File: config.mk
export PLATFORM = sky130hd
export DESIGN_NAME = pulse_detector_mc
export DESIGN_NICKNAME = d
export VERILOG_FILES = /design/src/rtl/pulse_detector_mc.sv
export SDC_FILE = /design/constraint.sdc
export NUM_CORES = 1
export LEC_CHECK = 0
export ABC_CLOCK_PERIOD_IN_PS = 4900
export CELL_PAD_IN_SITES_DETAIL_PLACEMENT = 1
export CELL_PAD_IN_SITES_GLOBAL_PLACEMENT = 1
export CORE_AREA = 2 2 137 139
export DETAILED_ROUTE_END_ITERATION = 10
export DIE_AREA = 0 0 139 141
export PLACE_DENSITY_LB_ADDON = 0.1
export SYNTH_ARGS = -nofsm -noshare
export SYNTH_HDL_FRONTEND = slang
export SYNTH_SLANG_ARGS = --single-unit
File: constraint.sdc
create_clock -name clk -period 4.9 [get_ports clk]
set_input_delay 1.225 -clock clk [delete_from_list [all_inputs] [get_ports clk]]
set_output_delay 1.225 -clock clk [all_outputs]
set_load 0.03 [all_outputs]
File: src/rtl/pulse_detector_mc.sv
// -----------------------------------------------------------------------------
// pulse_detector_mc
//
// Multi-channel edge-triggered pulse generator. Each channel watches one bit of
// sig_in for the edge type selected by edge_mode. After a programmable delay
// (counted in clk cycles) it drives a pulse of programmable length on sig_out.
// An edge that arrives while a channel is busy is dropped and recorded in a
// sticky overrun flag.
//
// Optional feature macro: PULSE_DET_SYNC_EN
//   When defined, a 2-flop synchronizer per channel precedes edge detection so
//   sig_in may be asynchronous. This adds 2 cycles to every latency.
//   When undefined, sig_in must be synchronous to clk.
//
// Ports:
//   clk          in   single clock, rising edge
//   reset        in   synchronous active-high reset
//   sig_in       in   [NUM_CH]   monitored signals
//   delay        in   [DELAY_W]  detect-to-output delay in cycles (shared)
//   pulse_len    in   [LEN_W]    output pulse length in cycles, 0 acts as 1
//   edge_mode    in   [2]        00 rise, 01 fall, 10 both, 11 disabled
//   clr_overrun  in   clears all overrun flags (a same-cycle drop wins)
//   sig_out      out  [NUM_CH]   per-channel output pulse
//   busy         out  [NUM_CH]   channel is in DELAY or PULSE
//   overrun      out  [NUM_CH]   sticky: an edge was dropped while busy
// -----------------------------------------------------------------------------
module pulse_detector_mc #(
  parameter int NUM_CH  = 4,
  parameter int DELAY_W = 8,
  parameter int LEN_W   = 4
) (
  input  logic               clk,
  input  logic               reset,
  input  logic [NUM_CH-1:0]  sig_in,
  input  logic [DELAY_W-1:0] delay,
  input  logic [LEN_W-1:0]   pulse_len,
  input  logic [1:0]         edge_mode,
  input  logic               clr_overrun,
  output logic [NUM_CH-1:0]  sig_out,
  output logic [NUM_CH-1:0]  busy,
  output logic [NUM_CH-1:0]  overrun
);

  localparam int CNT_W = (DELAY_W > LEN_W) ? DELAY_W : LEN_W;

  // Encoding chosen so that busy is state bit 0 and sig_out is state bit 1:
  // each output comes straight from a single flop and cannot glitch.
  localparam logic [1:0] S_IDLE  = 2'b00;
  localparam logic [1:0] S_DELAY = 2'b01;
  localparam logic [1:0] S_PULSE = 2'b11;

  localparam logic [1:0] MODE_RISE = 2'b00;
  localparam logic [1:0] MODE_FALL = 2'b01;
  localparam logic [1:0] MODE_BOTH = 2'b10;

  // ---------------------------------------------------------------------------
  // Input conditioning
  // ---------------------------------------------------------------------------
  logic [NUM_CH-1:0] det_in;

`ifdef PULSE_DET_SYNC_EN
  logic [NUM_CH-1:0] sync_1;
  logic [NUM_CH-1:0] sync_2;

  // NOTE: clocked state is always written with non-blocking assignments so
  // every flop samples the pre-edge value of its neighbours.
  always_ff @(posedge clk) begin
    if (reset) begin
      sync_1 <= '0;
      sync_2 <= '0;
    end else begin
      sync_1 <= sig_in;
      sync_2 <= sync_1;
    end
  end

  assign det_in = sync_2;
`else
  assign det_in = sig_in;
`endif

  // ---------------------------------------------------------------------------
  // Edge detection
  // ---------------------------------------------------------------------------
  logic [NUM_CH-1:0] prev_in;
  logic [NUM_CH-1:0] rise;
  logic [NUM_CH-1:0] fall;
  logic [NUM_CH-1:0] det;

  // prev_in also loads during reset, so an input already high when reset
  // releases is not mistaken for a fresh rising edge.
  always_ff @(posedge clk) begin
    prev_in <= det_in;
  end

  assign rise = det_in & ~prev_in;
  assign fall = ~det_in & prev_in;

  // NOTE: every signal assigned in always_comb gets a default first, so no
  // path through the block can leave it unassigned and infer a latch.
  always_comb begin
    det = '0;
    case (edge_mode)
      MODE_RISE: det = rise;
      MODE_FALL: det = fall;
      MODE_BOTH: det = rise | fall;
      default:   det = '0;
    endcase
  end

  // ---------------------------------------------------------------------------
  // Per-channel FSM
  // ---------------------------------------------------------------------------
  logic [1:0]       state [NUM_CH];
  logic [CNT_W-1:0] cnt   [NUM_CH];
  logic [LEN_W-1:0] len_q [NUM_CH];

  logic [LEN_W-1:0] len_eff;
  logic [CNT_W-1:0] delay_init;
  logic [CNT_W-1:0] len_init;
  logic [NUM_CH-1:0] drop;

  assign len_eff    = (pulse_len == '0) ? LEN_W'(1) : pulse_len;
  assign delay_init = CNT_W'(delay) - CNT_W'(1);
  assign len_init   = CNT_W'(len_eff) - CNT_W'(1);

  always_comb begin
    busy    = '0;
    sig_out = '0;
    for (int ch = 0; ch < NUM_CH; ch++) begin
      busy[ch]    = state[ch][0];
      sig_out[ch] = state[ch][1];
    end
  end

  // An edge seen in any non-IDLE cycle, including the last PULSE cycle, is lost.
  assign drop = det & busy;

  always_ff @(posedge clk) begin
    if (reset) begin
      for (int ch = 0; ch < NUM_CH; ch++) begin
        state[ch] <= S_IDLE;
        cnt[ch]   <= '0;
        len_q[ch] <= '0;
      end
      overrun <= '0;
    end else begin
      for (int ch = 0; ch < NUM_CH; ch++) begin
        case (state[ch])
          S_IDLE: begin
            if (det[ch]) begin
              // The pulse length is captured now; the delay is captured in cnt.
              len_q[ch] <= len_eff;
              if (delay == '0) begin
                state[ch] <= S_PULSE;
                cnt[ch]   <= len_init;
              end else begin
                state[ch] <= S_DELAY;
                cnt[ch]   <= delay_init;
              end
            end
          end
          S_DELAY: begin
            if (cnt[ch] == '0) begin
              state[ch] <= S_PULSE;
              cnt[ch]   <= CNT_W'(len_q[ch]) - CNT_W'(1);
            end else begin
              cnt[ch] <= cnt[ch] - CNT_W'(1);
            end
          end
          S_PULSE: begin
            if (cnt[ch] == '0) begin
              state[ch] <= S_IDLE;
            end else begin
              cnt[ch] <= cnt[ch] - CNT_W'(1);
            end
          end
          default: begin
            state[ch] <= S_IDLE;
            cnt[ch]   <= '0;
          end
        endcase
      end
      // Set has priority over clear so a drop coinciding with a clear is kept.
      overrun <= (overrun & ~{NUM_CH{clr_overrun}}) | drop;
    end
  end

endmodule

==> impl_results.md <==
- Outcome: finished, final reports clean
- CTS resizes: 0
- Cells after Synth: 478
- Area growth from synthesis to layout: 19.32%
- WL met2: between 7000 and 8000 microns
- Mapped Area: 0.004488 sq mm
- First DRT Iteration DRCs: around 210
- Max IR drop VDD: between 0.0001 and 0.00015 V
- Post-route cell area: 0.005355 sq mm
- HP Class: flop to flop
- Clk buf depth: 2
- First-pass DRT Iterations: 4
- Clk sink count: 64
- CP endpoint: cnt[2][6]$_SDFFCE_PP0P_
- CTS root buf: clkbuf_16
- Setup slack, reg-to-reg: 2.46 ns
- DR WL met3: roughly 420 microns
- Clock Skew: 0.008480 ns
- DR top layer: met4
- CORE AREA: 0.01827 sq mm
- Setup TNS: 0 ns
- Pin count of the biggest net entering global routing: 14
- Wl on met1: ~6300 microns
- Main combinational cell family by area after synthesis: simple AND/OR/NAND/NOR gates
- Portion of netlist area occupied by mux cells: under 10%
- Initial Util: 24.57%
- Critical-path maximum fanout: 12
- RR Startpoint: cnt[0][0]$_SDFFCE_PP0P_
- Synth Area in XOR/XNOR: approximately 6.4%
- Post-synth top area share: between 30 and 40%
- Inserted Diodes: 0
- Synthesized area per cell: roughly 9.4 sq um
- Syn_nets: between 500 and 600
- Yosys top cell by area: edfxtp_1
- Synth Area in Compound Gates: between 10% and 20%
- Yosys reg bits: 64
- Critical path capture point type: flop
- Top post-synthesis cells by area: edfxtp_1, ha_1, nor2_1
- # Max-Cap Violations: 0
- Seq/Total Area, Yosys: about two fifths
- Leak Pwr: around 0.0021 uW
- Arrival time worst endpoint: 3.70 ns
- HPWL after DPL: about 11000 microns
- Post-route antenna net violation count: 0
- Fin cells: 757
- Port Buf Inserts: 32
- Post-synth ARST share: 0%
- CTS tree: done
- Simple-Gate Fraction of Synth Area: approximately a quarter
- Synth Flop Type: edfxtp_1
- Synth cell types: 66
- Initial antenna violation count: 0
- Capture point of the worst reg-to-reg path: cnt[0][1]$_SDFFCE_PP0P_
- Clk pin slew, worst setup/hold paths: roughly 0.060 ns
- EDFF count, synth: 56
- Worst setup path start: delay[3]
- RSZ-0062 raised after global routing: no
- Worst skew pair latency: roughly 0.34 ns
- Vias: 3686
- Postcts setup bufs: 0
- IO Pins: 33
- Final hold viol count: 0
- Site Rows: 50
- Die Ht: ~140 microns
- Final #Nets: ~560
- Max Clock Freq: approximately 280 MHz
- Placed Area: between 0.005 and 0.006 sq mm
- Data required, critical path: between 4 and 5 ns
- Die ar.: a little under 0.02 sq mm
- CP startpoint kind: input pin
- Die Wd: 139 microns
- Max-slew violations: 0
- Slew Limit Headroom: between 40% and 50%
- DRT Wirelength: around 14000 microns
- # fillers: 2149
- Hold path cells: 3
- Global-route wire length before repair: 22590 microns
- Via density: 4.869
- Fin crit period: 3.623 ns
- Adder-cell area share of the yosys netlist: 6.133%
- Grt ovf: 0
- Cells on worst reg2reg path: 7
- Pwr dens: about 460 mW/mm^2
- Period utilization: 73.94%
- Share of cells above drive strength 1: 10.13%
- Crit path kind: input pin to flop
- Routability Congestion: roughly 0.78
- Yosys warnings: 0
- Clock buffer count from CTS: 9
- WL/cell: around 19 microns
- Vias in the first global route: about 4000
- H-tree levels: 3
- Placed insts: 741
- Worst-Margin Slew: 0.8636 ns
- All-layer global routing usage: about 15%
- Final setup violation count: 0
- Drt drc: 0
- Hold_buf cts: 0
## report_power, final
part	switching, uW	total [uW]	internal, uW
Clock	242	582	340
Combinational	554	952	398
Sequential	159	931	771
## state kept, by name (all words and copies together) (netlist names)
signal	flops
len_q	16
prev_in	4
state	8
overrun	4
cnt	32
## routing by layer
metal | track usage, % | vias to the layer above
li1 | - | 1813
met1 | 18.43 | 1807
met2 | 27.12 | 54
met3 | 2.548 | 12
met4 | 5.582 | 0
met5 | 0 | -
## critical path, stage by stage
cell             delay [ns]
clkdlybuf4s50_1        0.51
nor4_2                 0.49
and3_1                 0.58
nand2_1                0.32
a2bb2oi_1              0.42
o22ai_1                0.16
## worst min path at each step
stage / slack (ns) / start / end
floorplan: 0.57 / cnt[3][0]$_SDFFCE_PP0P_ / cnt[3][0]$_SDFFCE_PP0P_
global placement: 0.57 / overrun[3]$_SDFF_PP0_ / overrun[3]$_SDFF_PP0_
detailed placement: 0.58 / overrun[3]$_SDFF_PP0_ / overrun[3]$_SDFF_PP0_
CTS: 0.60 / overrun[3]$_SDFF_PP0_ / overrun[3]$_SDFF_PP0_
global route: 0.62 / overrun[3]$_SDFF_PP0_ / overrun[3]$_SDFF_PP0_
finish: 0.60 / overrun[3]$_SDFF_PP0_ / overrun[3]$_SDFF_PP0_
## area by class of cell
class / instances / area (sq um) / share of cell area (%)
sequential: 64 / 1842 / 34.39
clock inverter: 3 / 13.76 / 0.2570
timing repair buffer: 39 / 372.9 / 6.963
multi-input combinational: 368 / 2459 / 45.91
clock buffer: 13 / 240.2 / 4.486
tap: 234 / 292.8 / 5.467
inverter: 36 / 135.1 / 2.523
## synth_stat cells (12+ instances only)
cell type,count
nand2_1,35
inv_1,36
a21oi_1,16
ha_1,22
xnor2_1,15
nand2b_1,17
nand3_1,12
xor2_1,18
edfxtp_1,56
nor3_1,21
nor2_1,56
o21ai_0,17
## cells by family (layout without fill, tap and decap cells)
logic type      after synthesis  count (layout)
flops                        64              64
buf+inv                      46              91
compound gates               93              93
mux                           9               9
simple gates                211             211
fa+ha+maj                    22              22
xor+xnor                     33              33
## through the flow
step	util (%)	setup slack, ns	hold slack, ns	power [uW]
3_3_place_gp	27.92	1.031	0.5724	1903
6_report	29.32	1.277	0.5955	2465
4_1_cts	29.32	1.275	0.5984	2495
2_1_floorplan	-	1.921	0.5730	1599
5_1_grt	29.32	1.089	0.6242	2649
3_5_place_dp	27.92	0.9004	0.5832	1903
## placed cells by master (no fill, tap or decap), drive strengths merged, types with 7 or more instances in the layout
master / synthesis / layout
o22ai: 8 / 8
or2: 9 / 9
nor3: 24 / 24
and3: 9 / 9
xor2: 18 / 18
nand2b: 18 / 18
a221oi: 8 / 8
xnor2: 15 / 15
inv: 36 / 36
clkbuf: 6 / 13
buf: 4 / 7
nor2: 56 / 56
clkdlybuf4s50: 0 / 32
o21ai: 22 / 22
nand3: 12 / 12
dfxtp: 8 / 8
ha: 22 / 22
nand2: 35 / 35
nor4: 7 / 7
edfxtp: 56 / 56
nor2b: 9 / 9
a21oi: 16 / 16
No activity file was read; power rests on OpenSTA's default activity.
